[config.mk]
export PLATFORM = sky130hd
export DESIGN_NAME = fetch_stage
export DESIGN_NICKNAME = d
export VERILOG_FILES = /design/src/rtl/fetch_stage.sv
export SDC_FILE = /design/constraint.sdc
export NUM_CORES = 1
export LEC_CHECK = 0
export BUFFER_PORTS_ARGS = -buffer_cell sky130_fd_sc_hd__buf_2
export CORE_MARGIN = 10
export CORE_UTILIZATION = 49
export CTS_BUF_LIST = sky130_fd_sc_hd__clkbuf_16
export CTS_CLUSTER_DIAMETER = 80
export DETAILED_ROUTE_END_ITERATION = 10
export PLACE_DENSITY_LB_ADDON = 0.12
export SYNTH_ARGS = -nofsm -noshare
export SYNTH_HDL_FRONTEND = slang
export SYNTH_SLANG_ARGS = --single-unit
export TNS_END_PERCENT = 50
[constraint.sdc]
create_clock -name clk -period 2.6 [get_ports clk]
set_input_delay 0.26 -clock clk [delete_from_list [all_inputs] [get_ports clk]]
set_output_delay 0.26 -clock clk [all_outputs]
set_load 0.1 [all_outputs]
[src/rtl/fetch_stage.sv]
// Instruction-fetch stage: PC generation, inst SRAM handshake with a single
// outstanding request, a one-entry output buffer toward preDecode, and redirect
// handling from exception, ertn, branch resolve and preDecode prediction.
module fetch_stage #(
  parameter logic [31:0] RESET_PC   = 32'h1c000000,
  parameter logic [7:0]  ADEF_ECODE = 8'h08
) (
  input  logic        clk,
  input  logic        rst,
  // inst SRAM
  output logic        inst_sram_req,
  output logic [31:0] inst_sram_addr,
  input  logic        inst_sram_addr_ok,
  input  logic        inst_sram_data_ok,
  input  logic [31:0] inst_sram_rdata,
  // preDecode interface
  output logic        FpD_valid,
  output logic [74:0] FpD_BUS,
  input  logic        pD_allowin,
  input  logic        pDD_fire,
  input  logic [32:0] predict_BUS,
  // redirect sources
  input  logic        predict_error,
  input  logic [31:0] br_correct_target,
  input  logic        ertn_flush,
  input  logic [31:0] era,
  input  logic        ex_en,
  input  logic [31:0] ex_entry
);

  localparam logic [1:0] S_REQ       = 2'd0;
  localparam logic [1:0] S_WAIT_ADDR = 2'd1;
  localparam logic [1:0] S_WAIT_DATA = 2'd2;
  localparam logic [1:0] S_HOLD      = 2'd3;

  logic [1:0]  state_reg,    state_next;
  logic [31:0] pc_reg,       pc_next;
  logic [31:0] req_addr_reg, req_addr_next;
  logic        buf_valid_reg, buf_valid_next;
  logic [74:0] buf_reg,      buf_next;
  // discard: an accepted request whose data must be thrown away
  logic        discard_reg,  discard_next;
  // stale: a redirect arrived while the request still waits for addr_ok
  logic        stale_reg,    stale_next;

  logic        predict_taken;
  logic [31:0] predict_target;
  logic        redirect;
  logic [31:0] redirect_pc;
  logic        handoff;
  logic        pc_aligned;
  logic        issue;
  logic [74:0] adef_entry;
  logic [74:0] inst_entry;

  assign predict_taken  = predict_BUS[32];
  assign predict_target = predict_BUS[31:0];

  // Prediction redirects only count on an actual handoff, so a stalled
  // preDecode holding predict_taken high does not refetch repeatedly.
  assign redirect = ex_en | ertn_flush | predict_error | (predict_taken & pDD_fire);

  // Redirect target selection in priority order.
  always_comb begin
    redirect_pc = predict_target;
    if (ex_en) begin
      redirect_pc = ex_entry;
    end else if (ertn_flush) begin
      redirect_pc = era;
    end else if (predict_error) begin
      redirect_pc = br_correct_target;
    end
  end

  assign handoff    = buf_valid_reg & pD_allowin;
  assign pc_aligned = (pc_reg[1:0] == 2'b00);

  // A fresh request goes out from REQ, or from HOLD in the cycle the buffer
  // drains. It is withheld on a redirect so no stale-PC request is started.
  assign issue = ~rst & ~redirect & pc_aligned &
                 ((state_reg == S_REQ) | ((state_reg == S_HOLD) & handoff));

  assign inst_sram_req  = ~rst & ((state_reg == S_WAIT_ADDR) | issue);
  assign inst_sram_addr = (state_reg == S_WAIT_ADDR) ? req_addr_reg : pc_reg;

  assign FpD_valid = buf_valid_reg;
  assign FpD_BUS   = buf_reg;

  assign adef_entry = {pc_reg, 32'h0, 1'b0, 1'b1, ADEF_ECODE, 1'b0};
  assign inst_entry = {pc_reg, inst_sram_rdata, 1'b1, 1'b0, 8'h00, 1'b0};

  // Next-state logic for the fetch FSM, buffer and flush bookkeeping.
  always_comb begin
    state_next     = state_reg;
    pc_next        = pc_reg;
    req_addr_next  = req_addr_reg;
    buf_valid_next = buf_valid_reg;
    buf_next       = buf_reg;
    discard_next   = discard_reg;
    stale_next     = stale_reg;

    case (state_reg)
      S_REQ: begin
        if (!redirect) begin
          if (!pc_aligned) begin
            // Misaligned PC: report ADEF through the buffer, no SRAM access.
            buf_valid_next = 1'b1;
            buf_next       = adef_entry;
            state_next     = S_HOLD;
          end else if (inst_sram_addr_ok) begin
            state_next = S_WAIT_DATA;
          end else begin
            req_addr_next = pc_reg;
            state_next    = S_WAIT_ADDR;
          end
        end
      end

      S_WAIT_ADDR: begin
        if (inst_sram_addr_ok) begin
          // Any redirect seen since the request went out dooms its data.
          discard_next = stale_reg | redirect;
          stale_next   = 1'b0;
          state_next   = S_WAIT_DATA;
        end else if (redirect) begin
          stale_next = 1'b1;
        end
      end

      S_WAIT_DATA: begin
        if (inst_sram_data_ok) begin
          if (discard_reg || redirect) begin
            discard_next = 1'b0;
            state_next   = S_REQ;
          end else begin
            buf_valid_next = 1'b1;
            buf_next       = inst_entry;
            pc_next        = pc_reg + 32'd4;
            state_next     = S_HOLD;
          end
        end else if (redirect) begin
          discard_next = 1'b1;
        end
      end

      S_HOLD: begin
        if (handoff || redirect) begin
          buf_valid_next = 1'b0;
          state_next     = S_REQ;
          if (issue) begin
            if (inst_sram_addr_ok) begin
              state_next = S_WAIT_DATA;
            end else begin
              req_addr_next = pc_reg;
              state_next    = S_WAIT_ADDR;
            end
          end
        end
      end

      default: begin
        state_next = S_REQ;
      end
    endcase

    // A redirect always retargets the PC and empties the buffer.
    if (redirect) begin
      pc_next        = redirect_pc;
      buf_valid_next = 1'b0;
    end
  end

  // State registers with synchronous reset.
  always_ff @(posedge clk) begin
    if (rst) begin
      state_reg     <= S_REQ;
      pc_reg        <= RESET_PC;
      req_addr_reg  <= RESET_PC;
      buf_valid_reg <= 1'b0;
      buf_reg       <= 75'h0;
      discard_reg   <= 1'b0;
      stale_reg     <= 1'b0;
    end else begin
      state_reg     <= state_next;
      pc_reg        <= pc_next;
      req_addr_reg  <= req_addr_next;
      buf_valid_reg <= buf_valid_next;
      buf_reg       <= buf_next;
      discard_reg   <= discard_next;
      stale_reg     <= stale_next;
    end
  end

endmodule

==> key figures <==
Synthesis
  • Yosys cell types: 56
  • Post-synthesis sequential area ratio: 39.0%
  • Mapped Area: approximately 6900 um2
  • Mean post-synth cell area: 7.99 um2
  • Primary FF master, synth: dfxtp_1
  • Ys Warns: 0
  • Ys async rst share: 0%
  • EDFF count, synth: 0
  • Syn Inst Count: between 800 and 900
  • FF+latch count, synth: about 140

Routing
  • Routed Antenna Nets: 0
  • DR vias: around 7000
  • DR WL/cell: between 15 and 20 um
  • Initial drt markers: between 600 and 700
  • Drt pass-1 iters: 5
  • Final wirelength: ~23000 um
  • DRC errors left: 0
  • Via density: between 5 and 6

Power
  • Pleak: roughly 0.0041 uW
  • Power per cell area: between 800 and 900 nW/um2
  • Peak VDD IR: 586 uV

Clocking
  • Cts bufs inserted: 17
  • CTS resizes: 0
  • CTS tree: done
  • Clk buf depth: 2
  • Clk root buf: clkbuf_16
  • Post-CTS Setup Inserts: 0
  • Worst-path clk slew: ~0.060 ns
  • CTS Hold Bufs: 0
  • Later-pin clock latency in the skew report: around 0.42 ns
  • Clock sinks: roughly 140
  • H-tree levels: 4

Setup path
  • R2R Setup Slk: roughly 0.35 ns
  • Reg2reg start: state_reg[0]$_SDFFE_PP0P_
  • Arrival time worst endpoint: ~2.1 ns
  • Worst Path Max Fanout: 13
  • Slowest CP cell: mux2_2
  • Crit. End Element: primary output
  • CP Launch Type: register
  • Worst reg-to-reg path cell count: 9
  • Crit Reg-Reg Endpoint: pc_reg[16]$_SDFFE_PP0P_
  • Critical path required time: 2.34 ns
  • Setup CP Type: reg2out
  • Max incr delay on CP: roughly 0.37 ns
  • Crit-path cells: inv_1 -> ha_2 -> buf_4 -> mux2_2 -> buf_2

STA
  • Fmax: roughly 0.43 GHz
  • Relative max-transition margin: between 60 and 70%
  • Hold Vio Cnt, Final: 0
  • Final Max Tran Viols: 0
  • Setup TNS: 0 ns
  • Post-layout minimum cycle time: between 2 and 2.5 ns
  • Final Cycle Share: between 80 and 90%
  • Setup WS post-layout: between 0.2 and 0.3 ns
  • Final setup fails: 0
  • Worst Skew: a little under 0.01 ns
  • RSZ-0062 raised after global routing: no
  • Slew @ Worst Pin: roughly 0.53 ns

Floorplan
  • Die ar.: 19300 um2
  • Die Ht: roughly 140 um
  • Starting Density: ~50%
  • Die width: roughly 140 um
  • Io pins: 279
  • Core area: around 14000 um2
  • Floorplan row count: 43

Global routing
  • Gr ovfl total: 0
  • First-pass GRT wire length: approximately 36000 um
  • Initial antenna violation count: 0
  • GRT Total Usage: a little under a quarter
  • Vias in the first global route: approximately 7000
  • Largest net degree at the start of global routing: 100

Final layout
  • Cell area after layout: approximately 9100 um2
  • Final nets: 1290
  • Register area: ~2700 um2
  • Largest register FFs: 66
  • Area taken by multi-input logic gates: a little under 4000 um2
  • Ant. Diodes: 0
  • Layout cells sized above 1: 34.1%
  • Area growth syn-to-layout: 31.8%
  • # fillers: roughly 1300

Outcome
  • Status: finished clean

Hold path
  • Hold Path End: FpD_BUS[33]$_SDFFE_PP0P_
  • Hold_sp: inst_sram_rdata[22]
  • Hold Path Class: in2reg
  • Hold depth: 3

Placement
  • Placed Area: between 8000 and 9000 um2
  • Placer congestion estimate: 0.877
  • Post-DP HPWL: around 17000 um
  • PortBufs: 270
  • Place WS: roughly 0.40 ns

Job
  • Max-cap viol count: 0
cells in the final DEF (no fill, tap or decap), drive strengths merged, types with 12 or more instances in the layout:
cell type  instances
buf              300
nand2            208
dfxtp            135
a21oi             88
nor2              56
mux2i             38
mux2              35
o21ai             35
a22oi             33
a211oi            29
xor2              18
clkbuf            17
nand3             14
inv               12
final cells by class:
| type | count | share of cell area (%) |
|---|---|---|
| well taps | 180 | 2.47 |
| inverters | 7 | 0.288 |
| flip-flops and latches | 135 | 29.6 |
| repair buffers | 300 | 17.9 |
| multi-input cells | 653 | 42.4 |
| clock inverters | 15 | 2.71 |
| clock buffers | 17 | 4.66 |
worst max-delay path by stage:
stage | start | end | slack, ns
2_1_floorplan | FpD_valid$_SDFFE_PP0P_ | inst_sram_req | 0.16
3_3_place_gp | state_reg[0]$_SDFFE_PP0P_ | pc_reg[30]$_SDFFE_PP0P_ | 0.44
3_5_place_dp | state_reg[0]$_SDFFE_PP0P_ | pc_reg[25]$_SDFFE_PP0P_ | 0.40
4_1_cts | state_reg[1]$_SDFFE_PP0P_ | inst_sram_addr[8] | 0.26
5_1_grt | state_reg[0]$_SDFFE_PP0P_ | pc_reg[23]$_SDFFE_PP0P_ | 0.16
6_report | state_reg[1]$_SDFFE_PP0P_ | inst_sram_addr[6] | 0.27
per-stage QoR:
stage | total power, uW | std cells | hold slack, ns | utilization [%]
CTS | 7510 | 1307 | 0.0746 | 65.8
detailed placement | 4760 | 1275 | 0.443 | 61.0
global route | 7800 | 1307 | 0.0743 | 65.8
finish | 7490 | 1307 | 0.0790 | 65.8
floorplan | 4210 | 874 | 0.357 | -
global placement | 4740 | 1275 | 0.439 | 61.0
critical path, delay by kind of cell (launching register included):
kind	cells	cell delay (ns)
buf+inv	3	0.67
fa+ha+maj	1	0.30
flops	1	0.33
mux	1	0.37
power by group:
group          leakage [uW]  internal [uW]  switching [uW]
Sequential          0.00110           2220             125
Combinational       0.00271            668            1720
Clock              0.000326           1810             956
Total               0.00413           4690            2800
cells in the mapped netlist (all sizes together) (7+ instances only):
cell type  count  share of area [%]
nor2          56                3.0
a211oi        29                3.1
clkbuf        38                2.1
nand2        208                 11
buf           41                3.2
a21oi         88                6.4
o21ai         35                2.5
mux2i         38                5.5
nand3         14                1.0
xor2          18                2.3
inv            7               0.38
mux2          35                5.7
dfxtp        135                 39
nand4         11                1.1
and2           7               0.63
a22oi         33                3.6
logic make-up (layout without fill, tap and decap cells):
family / Yosys count / after routing / share of synthesized area [%]
AND/OR/NAND/NOR: 331 / 331 / 21.1
AO/OA/AOI/OAI: 211 / 211 / 19.0
flip-flops: 135 / 135 / 39.0
buffers and inverters: 86 / 339 / 5.61
multiplexers: 73 / 73 / 11.2
XOR/XNOR: 24 / 24 / 3.03
adder cells (fa/ha/maj): 6 / 6 / 1.08
other: 1 / 8 / 0.0541
metal layers:
layer,track usage (%),wire [um]
met1,25.5,8890
met2,41.0,12400
met3,6.10,1240
met4,5.05,306
met5,0,0
Power figures use the tool's default switching activity.
